**src/rtl/axi4_lite_slave_regs.sv**
```systemverilog
// AXI4-Lite responder exposing num_regs read/write registers with byte strobes.
// Optional: define AXI4_LITE_SLAVE_SLVERR_EN to answer out-of-range accesses with SLVERR.
module axi4_lite_slave_regs #(
    parameter int data_width = 32,
    parameter int num_regs   = 16
) (
    input  logic                      clk,
    input  logic                      reset,
    input  logic                      AWvalid,
    output logic                      AWready,
    input  logic [31:0]               AWaddr,
    input  logic                      Wvalid,
    output logic                      Wready,
    input  logic [data_width-1:0]     Wdata,
    input  logic [data_width/8-1:0]   Wstrb,
    output logic                      Bvalid,
    input  logic                      Bready,
    output logic [1:0]                Bresp,
    input  logic                      ARvalid,
    output logic                      ARready,
    input  logic [31:0]               ARaddr,
    output logic                      Rvalid,
    input  logic                      Rready,
    output logic [data_width-1:0]     Rdata,
    output logic [1:0]                Rresp
);

    localparam int          NBYTES   = data_width / 8;
    localparam int          OFFS     = $clog2(NBYTES);
    localparam int          IDXW     = $clog2(num_regs);
    localparam logic [31:0] ADDR_LIM = 32'(num_regs * NBYTES);
    localparam logic [1:0]  RESP_OKAY   = 2'b00;
`ifdef AXI4_LITE_SLAVE_SLVERR_EN
    localparam logic [1:0]  RESP_SLVERR = 2'b10;
`endif

    typedef enum logic [1:0] {WR_IDLE, WR_COMMIT, WR_RESP} wr_state_t;
    typedef enum logic       {RD_IDLE, RD_RESP}            rd_state_t;

    logic [data_width-1:0] r_regs [num_regs];

    wr_state_t             r_wr_state, w_wr_state_nxt;
    logic                  r_awready, w_awready_nxt;
    logic                  r_wready, w_wready_nxt;
    logic                  r_aw_have, w_aw_have_nxt;
    logic                  r_w_have, w_w_have_nxt;
    logic [31:0]           r_aw_addr, w_aw_addr_nxt;
    logic [data_width-1:0] r_w_data, w_w_data_nxt;
    logic [NBYTES-1:0]     r_w_strb, w_w_strb_nxt;
    logic                  r_bvalid, w_bvalid_nxt;
    logic [1:0]            r_bresp, w_bresp_nxt;

    rd_state_t             r_rd_state, w_rd_state_nxt;
    logic                  r_arready, w_arready_nxt;
    logic                  r_rvalid, w_rvalid_nxt;
    logic [data_width-1:0] r_rdata, w_rdata_nxt;
    logic [1:0]            r_rresp, w_rresp_nxt;

    logic                  w_aw_hs, w_w_hs, w_b_hs, w_ar_hs, w_r_hs;
    logic                  w_wr_in_range, w_rd_in_range;
    logic [IDXW-1:0]       w_wr_idx, w_rd_idx;
    logic [1:0]            w_wr_resp, w_rd_resp;

    assign w_aw_hs = AWvalid && r_awready;
    assign w_w_hs  = Wvalid && r_wready;
    assign w_b_hs  = r_bvalid && Bready;
    assign w_ar_hs = ARvalid && r_arready;
    assign w_r_hs  = r_rvalid && Rready;

    // Offset bits are ignored; anything past the bank is out of range.
    assign w_wr_in_range = r_aw_addr < ADDR_LIM;
    assign w_rd_in_range = ARaddr < ADDR_LIM;
    assign w_wr_idx      = r_aw_addr[OFFS +: IDXW];
    assign w_rd_idx      = ARaddr[OFFS +: IDXW];

`ifdef AXI4_LITE_SLAVE_SLVERR_EN
    assign w_wr_resp = w_wr_in_range ? RESP_OKAY : RESP_SLVERR;
    assign w_rd_resp = w_rd_in_range ? RESP_OKAY : RESP_SLVERR;
`else
    assign w_wr_resp = RESP_OKAY;
    assign w_rd_resp = RESP_OKAY;
`endif

    // ---------------- write path ----------------
    always_ff @(posedge clk or negedge reset) begin
        if (!reset) begin
            r_wr_state <= WR_IDLE;
            r_awready  <= 1'b0;
            r_wready   <= 1'b0;
            r_aw_have  <= 1'b0;
            r_w_have   <= 1'b0;
            r_aw_addr  <= '0;
            r_w_data   <= '0;
            r_w_strb   <= '0;
            r_bvalid   <= 1'b0;
            r_bresp    <= RESP_OKAY;
        end else begin
            r_wr_state <= w_wr_state_nxt;
            r_awready  <= w_awready_nxt;
            r_wready   <= w_wready_nxt;
            r_aw_have  <= w_aw_have_nxt;
            r_w_have   <= w_w_have_nxt;
            r_aw_addr  <= w_aw_addr_nxt;
            r_w_data   <= w_w_data_nxt;
            r_w_strb   <= w_w_strb_nxt;
            r_bvalid   <= w_bvalid_nxt;
            r_bresp    <= w_bresp_nxt;
        end
    end

    always_comb begin
        w_wr_state_nxt = r_wr_state;
        case (r_wr_state)
            WR_IDLE:   if ((r_aw_have || w_aw_hs) && (r_w_have || w_w_hs)) w_wr_state_nxt = WR_COMMIT;
            WR_COMMIT: w_wr_state_nxt = WR_RESP;
            WR_RESP:   if (w_b_hs) w_wr_state_nxt = WR_IDLE;
            default:   w_wr_state_nxt = WR_IDLE;
        endcase
    end

    // NOTE: every comb output starts from a hold/default value so no path leaves it unassigned (no latch).
    always_comb begin
        w_awready_nxt = r_awready;
        w_wready_nxt  = r_wready;
        w_aw_have_nxt = r_aw_have;
        w_w_have_nxt  = r_w_have;
        w_aw_addr_nxt = r_aw_addr;
        w_w_data_nxt  = r_w_data;
        w_w_strb_nxt  = r_w_strb;
        w_bvalid_nxt  = r_bvalid;
        w_bresp_nxt   = r_bresp;
        case (r_wr_state)
            WR_IDLE: begin
                if (w_aw_hs) begin
                    w_aw_addr_nxt = AWaddr;
                    w_aw_have_nxt = 1'b1;
                end
                if (w_w_hs) begin
                    w_w_data_nxt = Wdata;
                    w_w_strb_nxt = Wstrb;
                    w_w_have_nxt = 1'b1;
                end
                w_awready_nxt = !w_aw_have_nxt;
                w_wready_nxt  = !w_w_have_nxt;
            end
            WR_COMMIT: begin
                w_bvalid_nxt = 1'b1;
                w_bresp_nxt  = w_wr_resp;
            end
            WR_RESP: begin
                if (w_b_hs) begin
                    w_bvalid_nxt  = 1'b0;
                    w_aw_have_nxt = 1'b0;
                    w_w_have_nxt  = 1'b0;
                    w_aw_addr_nxt = '0;
                    w_w_data_nxt  = '0;
                    w_w_strb_nxt  = '0;
                    w_awready_nxt = 1'b1;
                    w_wready_nxt  = 1'b1;
                end
            end
            default: ;
        endcase
    end

    // NOTE: the register bank is a reset-cleared flop array, not a RAM, so it can be cleared asynchronously.
    always_ff @(posedge clk or negedge reset) begin
        if (!reset) begin
            for (int i = 0; i < num_regs; i++) r_regs[i] <= '0;
        end else if (r_wr_state == WR_COMMIT && w_wr_in_range) begin
            for (int b = 0; b < NBYTES; b++) begin
                if (r_w_strb[b]) r_regs[w_wr_idx][8*b +: 8] <= r_w_data[8*b +: 8];
            end
        end
    end

    // ---------------- read path ----------------
    // NOTE: non-blocking updates mean a read sampled on the commit edge sees the pre-write value.
    always_ff @(posedge clk or negedge reset) begin
        if (!reset) begin
            r_rd_state <= RD_IDLE;
            r_arready  <= 1'b0;
            r_rvalid   <= 1'b0;
            r_rdata    <= '0;
            r_rresp    <= RESP_OKAY;
        end else begin
            r_rd_state <= w_rd_state_nxt;
            r_arready  <= w_arready_nxt;
            r_rvalid   <= w_rvalid_nxt;
            r_rdata    <= w_rdata_nxt;
            r_rresp    <= w_rresp_nxt;
        end
    end

    always_comb begin
        w_rd_state_nxt = r_rd_state;
        case (r_rd_state)
            RD_IDLE: if (w_ar_hs) w_rd_state_nxt = RD_RESP;
            RD_RESP: if (w_r_hs)  w_rd_state_nxt = RD_IDLE;
            default: w_rd_state_nxt = RD_IDLE;
        endcase
    end

    always_comb begin
        w_arready_nxt = r_arready;
        w_rvalid_nxt  = r_rvalid;
        w_rdata_nxt   = r_rdata;
        w_rresp_nxt   = r_rresp;
        case (r_rd_state)
            RD_IDLE: begin
                w_arready_nxt = !w_ar_hs;
                if (w_ar_hs) begin
                    w_rvalid_nxt = 1'b1;
                    w_rdata_nxt  = w_rd_in_range ? r_regs[w_rd_idx] : '0;
                    w_rresp_nxt  = w_rd_resp;
                end
            end
            RD_RESP: begin
                if (w_r_hs) begin
                    w_rvalid_nxt  = 1'b0;
                    w_arready_nxt = 1'b1;
                end
            end
            default: ;
        endcase
    end

    assign AWready = r_awready;
    assign Wready  = r_wready;
    assign Bvalid  = r_bvalid;
    assign Bresp   = r_bresp;
    assign ARready = r_arready;
    assign Rvalid  = r_rvalid;
    assign Rdata   = r_rdata;
    assign Rresp   = r_rresp;

endmodule

```
**config.mk**
```make
export PLATFORM = sky130hd
export DESIGN_NAME = axi4_lite_slave_regs
export DESIGN_NICKNAME = d
export VERILOG_FILES = /design/src/rtl/axi4_lite_slave_regs.sv
export SDC_FILE = /design/constraint.sdc
export NUM_CORES = 1
export LEC_CHECK = 0
export BUFFER_PORTS_ARGS = -buffer_cell sky130_fd_sc_hd__buf_2
export CAP_MARGIN = 25
export CORE_MARGIN = 4
export CORE_UTILIZATION = 35
export CTS_CLUSTER_DIAMETER = 50
export DETAILED_ROUTE_END_ITERATION = 6
export GPL_TIMING_DRIVEN = 0
export PLACE_DENSITY = 0.56
export SYNTH_ARGS = -nofsm -noshare
export SYNTH_HDL_FRONTEND = slang
export SYNTH_SLANG_ARGS = --single-unit
```
**constraint.sdc**
```tcl
create_clock -name clk -period 2.51 [get_ports clk]
set_clock_uncertainty 0.05 [all_clocks]
set_input_delay 0.1255 -clock clk [delete_from_list [all_inputs] [get_ports clk]]
set_output_delay 0.1255 -clock clk [all_outputs]
set_load 0.05 [all_outputs]
```
-- Yosys cells after proc, flatten, opt, wreduce, memory -nomap -nowiden
Index checks and enable logic that the tools add are counted.
- order comparisons: 5
- shift operators: 0
- mux-type cells: 53
- bitwise operators: 3
- reduce and logical (&&, ||, !) cells: 23
- eq/ne operators: 8
- div/mod/pow operators: 0
- $add $sub $neg: 0
- multipliers: 0
- operator list (operator ; number):
    two-way mux 512 bit ; 7
    bitwise mux 512 bit ; 4
    demux 32 bit (select 4 bit) ; 4
    two-way mux 32 bit ; 7
    binary-select mux 32 bit (select 4 bit) ; 1
    case mux 32 bit (2 select lines) ; 2
    < comparator 32 x 7 -> 1 bit, second input constant ; 2
    two-way mux 24 bit ; 1
    two-way mux 16 bit ; 1
    case mux 1 bit (2 select lines) ; 8
    two-way mux 1 bit ; 11
    greater-or-equal comparator 5 bit, second input constant ; 2
    inequality test 2 bit, second input constant ; 5
    inverter 4 -> 5 bit ; 2
    AND reduction 2 bit ; 5
    logical AND 1 bit ; 8
    two-way mux 4 bit ; 2
    two-way mux 8 bit ; 1
    case mux 4 bit (2 select lines) ; 1
    case mux 2 bit (3 select lines) ; 1
    AND reduction 3 bit ; 2
    < comparator 5 x 1 -> 1 bit, second input constant ; 1
    two-way mux 2 bit ; 2
    nonzero test 2 bit ; 2
    other kinds (7) ; 10
- word-level logic and storage cells: 121
- bits in writable memories: 0
- bits in latches: 0
- memories kept: 0
- bits of input ports: 107
- ROM bits: 0
- register bits after elaboration: 622

-- Logic depth before layout (Yosys ltp)
- depth in word-level cells: 16
- gate-level depth with buffers: 7
- mapped depth without buffers: 4

-- Worst setup path after synthesis
No wires, ideal clock.
- path kind: register to register
- start point: register r_aw_addr[27]
- end point: register r_regs[432] (netlist name)
- setup time: 0.125 ns
- arrival time: 2.000 ns
- buffers on the path: 2
- period minus slack after synthesis: 2.175 ns
- slack: 0.335 ns
- cell stages (with the launch flop): 7
- cells stage by stage: dfrtp_1 -> nor4_1 -> nand3_1 -> buf_2 -> buf_2 -> nor4_4 -> mux2_2
- word-level cells in the longest chain between the ends: 2
- ends and longest elaborated chain (element ; line ; text):
    from (decl) ; 47 ; logic [31:0] r_aw_addr, w_aw_addr_nxt;
    from (signal assigned) ; 103 ; r_aw_addr <= w_aw_addr_nxt;
    < comparator 32 x 7 -> 1 bit ; 71 ; assign w_wr_in_range = r_aw_addr < ADDR_LIM;
    logical AND 1 bit ; 170 ; end else if (r_wr_state == WR_COMMIT && w_wr_in_range) begin
    to (signal, indexed assignment) ; 172 ; if (r_w_strb[b]) r_regs[w_wr_idx][8*b +: 8] <= r_w_data[8*b +: 8];
    to (decl) ; 40 ; logic [data_width-1:0] r_regs [num_regs];
Every way passes these cells.
A chain may end at the register's enable or synchronous reset.

-- Final worst setup path
- start point: register r_aw_addr[2]
- end point: register r_regs[81] (netlist name)
- word-level cells in the longest chain between the ends: 13
- ends and longest elaborated chain (element ; line):
    inverter 4 -> 5 bit (not written as such) ; 172
    demux 32 bit (select 4 bit) ; 172
    bitwise mux 512 bit ; 172
    two-way mux 512 bit ; 172
    two-way mux 512 bit ; 170
    bitwise mux 512 bit ; 172
    two-way mux 512 bit ; 172
    two-way mux 512 bit ; 170
    bitwise mux 512 bit ; 172
    two-way mux 512 bit ; 172
    two-way mux 512 bit ; 170
    bitwise mux 512 bit ; 172
    two-way mux 512 bit ; 172
Several ways; a longest one is shown, not always the timed one. The select of a mux whose other input is x is not followed.

==> impl_results.md <==
* Status: completed
* First-pass GRT wire length at 122000 um
* Setup slack, reg-to-reg at between 30 and 40 ps
* Number of fill cells at 7013
* Post-synth EDFFs at 0
* Switching portion of total power at 29.1%
* FF-to-FF path depth at 5
* Grt ovf at 0
* Synth area leader: dfrtp_1
* Worst slew pin tran at 1010 ps
* Crit path max fanout at 8
* Drt drc at 0
* Mean post-synth cell area at 16.3 sq um
* H-tree depth at 3
* Crit path DAT at 2920 ps
* Synthesized netlist cell count at 1719
* TritonCTS clock tree: done
* Post-DP HPWL at 51200 um
* Max-cap violations at 0
* Rel. slew slack at 32.5%
* Tcrit/Tclk final at ~99%
* Dominant cells by area after synthesis: dfrtp_1 55%, mux2_2 21%, mux4_2 10%, nor4_4 4.9%, a22o_1 3.0%
* Prevailing post-synth register cell: dfrtp_1
* Average wire per standard cell at 24.6 um
* Worst R2R End: r_regs[81]$_DFFE_PN0P_
* Initial antenna violation count at 1
* CTS sink count at 620
* Switch Pwr at just under 0.008 W
* Final Wtd Congestion at 0.812
* Power Density at 775 nW/um^2
* Cell area after synthesis at 28000 sq um
* Clock Root Buffer: clkbuf_16
* Max frequency at 403 MHz
* Critical R2R Launch: r_aw_addr[2]$_DFFE_PN0P_
* Number of synthesized register bits at 620
* Slew Limit Fails at 0
* Critical-path cell list: nor2b_1 -> nand3_1 -> nor4_4 -> buf_12 -> mux2_2
* Vias at between 15000 and 20000
* CP delay by family, top: simple AND/OR/NAND/NOR gates
* Die X at 291 um
* Reg clk slew, reported paths at 60 ps
* Slowest stage delay, CP at 570 ps
* Yosys cell types at 35
* Critical Path RT at 2950 ps
* Maximum vdd drop at 0.000438 V
* Core Region at between 70000 and 80000 sq um
* Initial DRC count at 1204
* Clk buf depth at 3
* Die Y at 291 um
* Final setup vio count at 0
* Synth top area share at 55.5%
* Critical path class: register to register
* DIE AREA at 84500 sq um
* Yosys warns at 0
* DR vias/cell at between 5 and 6
* Slowest CP cell: dfrtp_1
* Final nets at 2205
* Initial Util at a little over a third
* Leak Pwr at 16.9 nW
* Sequential power share at a little over 40%
* Combinational Power Share at 14.1%
* Worst path bufs/invs at 1
* Tmin final at 2480 ps
* Final WL at 78900 um
* CTS Buf Count at 81
* Synthesis-to-layout area growth at 25.9%
* CP Capture Type: register
* Clk Latency, worst-skew pair at 610 ps
* RSZ-0062 raised after global routing: yes
* Drt pass-1 iters at 5
* Largest net degree at the start of global routing at 125
* Startpoint types: register
* Commonest non-fill, non-tap cell in the layout: dfrtp_1
* Placed cell count at 2918
* Share of cells above drive strength 1 at 51.5%
* Antenna Nets Post-Route at 0
* Final hold vios at 0
* Post-Layout Cell Count at 3212
* I/O pin cnt at 148
* Clock Power Share at between 40% and 50%
* Rows at 103
* Sequential area share after synthesis at 55.5%
* Hold crit path type: input port to asynchronous set/reset pin
* Int Pwr at 0.0193 W
* I/O Buffers at about 140
* Most frequent cells in the layout: 620 x dfrtp_1, 512 x mux2_2, 151 x buf_2, 128 x mux4_2, 97 x a22o_1
* Async set or reset register ratio after synthesis at 100%
* Number of global-route vias before repair at between 15000 and 20000
* Power, Total at 0.0273 W
* All-layer global routing usage at a little under a fifth
## worst max path at each step
| stage | startpoint | endpoint | slack [ps] | cells past startpoint |
|---|---|---|---|---|
| 2_1_floorplan | r_aw_addr[27]$_DFFE_PN0P_ | r_regs[432]$_DFFE_PN0P_ | 340 | 6 |
| 3_3_place_gp | reset | r_regs[299]$_DFFE_PN0P_ | -11210 | 1 |
| 3_5_place_dp | r_rd_state$_DFF_PN0_ | Rdata[15]$_DFFE_PN0P_ | -920 | 5 |
| 4_1_cts | r_aw_addr[27]$_DFFE_PN0P_ | r_regs[81]$_DFFE_PN0P_ | 9 | 7 |
| 5_1_grt | r_aw_addr[4]$_DFFE_PN0P_ | r_regs[260]$_DFFE_PN0P_ | -10 | 5 |
| 6_report | r_aw_addr[2]$_DFFE_PN0P_ | r_regs[81]$_DFFE_PN0P_ | 30 | 5 |
## synthesized netlist by cell type (4+ instances only)
library cell and n:
clkbuf_1 76, nor4_1 12, inv_2 4, buf_1 7, mux4_2 128, a21oi_1 4, a22oi_1 62, nand2_1 50
buf_2 22, buf_8 6, nor4_4 64, mux2_2 512, dfrtp_1 620, a22o_1 97, buf_4 4, nand3_1 8
nor2b_1 7, nor2_1 12
## repair_timing
action	in CTS	in global routing
endpoints found under the setup margin	573	486
pin swaps	64	8
hold buffers	75	0
buffers inserted	71	0
resized for setup	15	15
hold endpoints to repair	240	0
## kinds of logic (layout without fill, tap and decap cells)
logic type / Yosys count / after routing / synth area share, %
flops: 620 / 620 / 55.5
mux: 641 / 641 / 31.0
compound gates: 171 / 171 / 4.98
other cells: 1 / 6 / 0.0134
buf+inv: 123 / 561 / 2.07
simple gates: 163 / 163 / 6.51
## power by group through the flow
stage                     registers, W  clock network [W]  logic (W)
after floorplan                 0.0112                  0    0.00222
after global placement          0.0113                  0    0.00353
after CTS                       0.0112             0.0125    0.00382
after detailed placement        0.0114                  0    0.00366
after global routing            0.0113             0.0129    0.00414
final                           0.0112             0.0122    0.00384
## worst min-delay path: stages
cell and delay (ps):
dlygate4sd3_1 570, buf_8 130, buf_16 230
## metal layers
metal | track usage, % | wire [um]
met1 | 25.4 | 34900
met2 | 30.6 | 38400
met3 | 3.47 | 3630
met4 | 5.91 | 2010
met5 | 0 | 0
## final cells by class
class / count / area (sq um) / area share (%)
repair buffers: 293 / 2970 / 8.44
inverters: 7 / 26.3 / 0.0746
clock inverters: 39 / 548 / 1.56
diodes: 2 / 5.00 / 0.0142
well taps: 1050 / 1310 / 3.73
clock buffers: 106 / 2310 / 6.57
multi-input cells: 979 / 11900 / 33.9
plain buffers: 116 / 586 / 1.66
flip-flops and latches: 620 / 15500 / 44.1
## through the flow
stage,TNS [ps],hold WS [ps],instance area (sq um),utilization [%],setup WS (ps)
3_5_place_dp,-208770,3.97,30200,38.2,-920
2_1_floorplan,0,-220,28000,-,335
3_3_place_gp,-7114910,301,30000,37.9,-11210
6_report,0,26.4,35200,44.5,31.4
4_1_cts,0,11.0,35100,44.4,9.45
5_1_grt,-45.7,43.9,35200,44.5,-9.90
## state kept, by name, indices dropped and copies added (netlist names)
| name | cells |
|---|---|
| ARready | 1 |
| AWready | 1 |
| Bvalid | 1 |
| Rdata | 32 |
| Rvalid | 1 |
| Wready | 1 |
| r_aw_addr | 30 |
| r_aw_have | 1 |
| r_rd_state | 1 |
| r_regs | 512 |
| r_w_data | 32 |
| r_w_have | 1 |
| r_w_strb | 4 |
| r_wr_state | 2 |
Power figures use the tool's default switching activity.
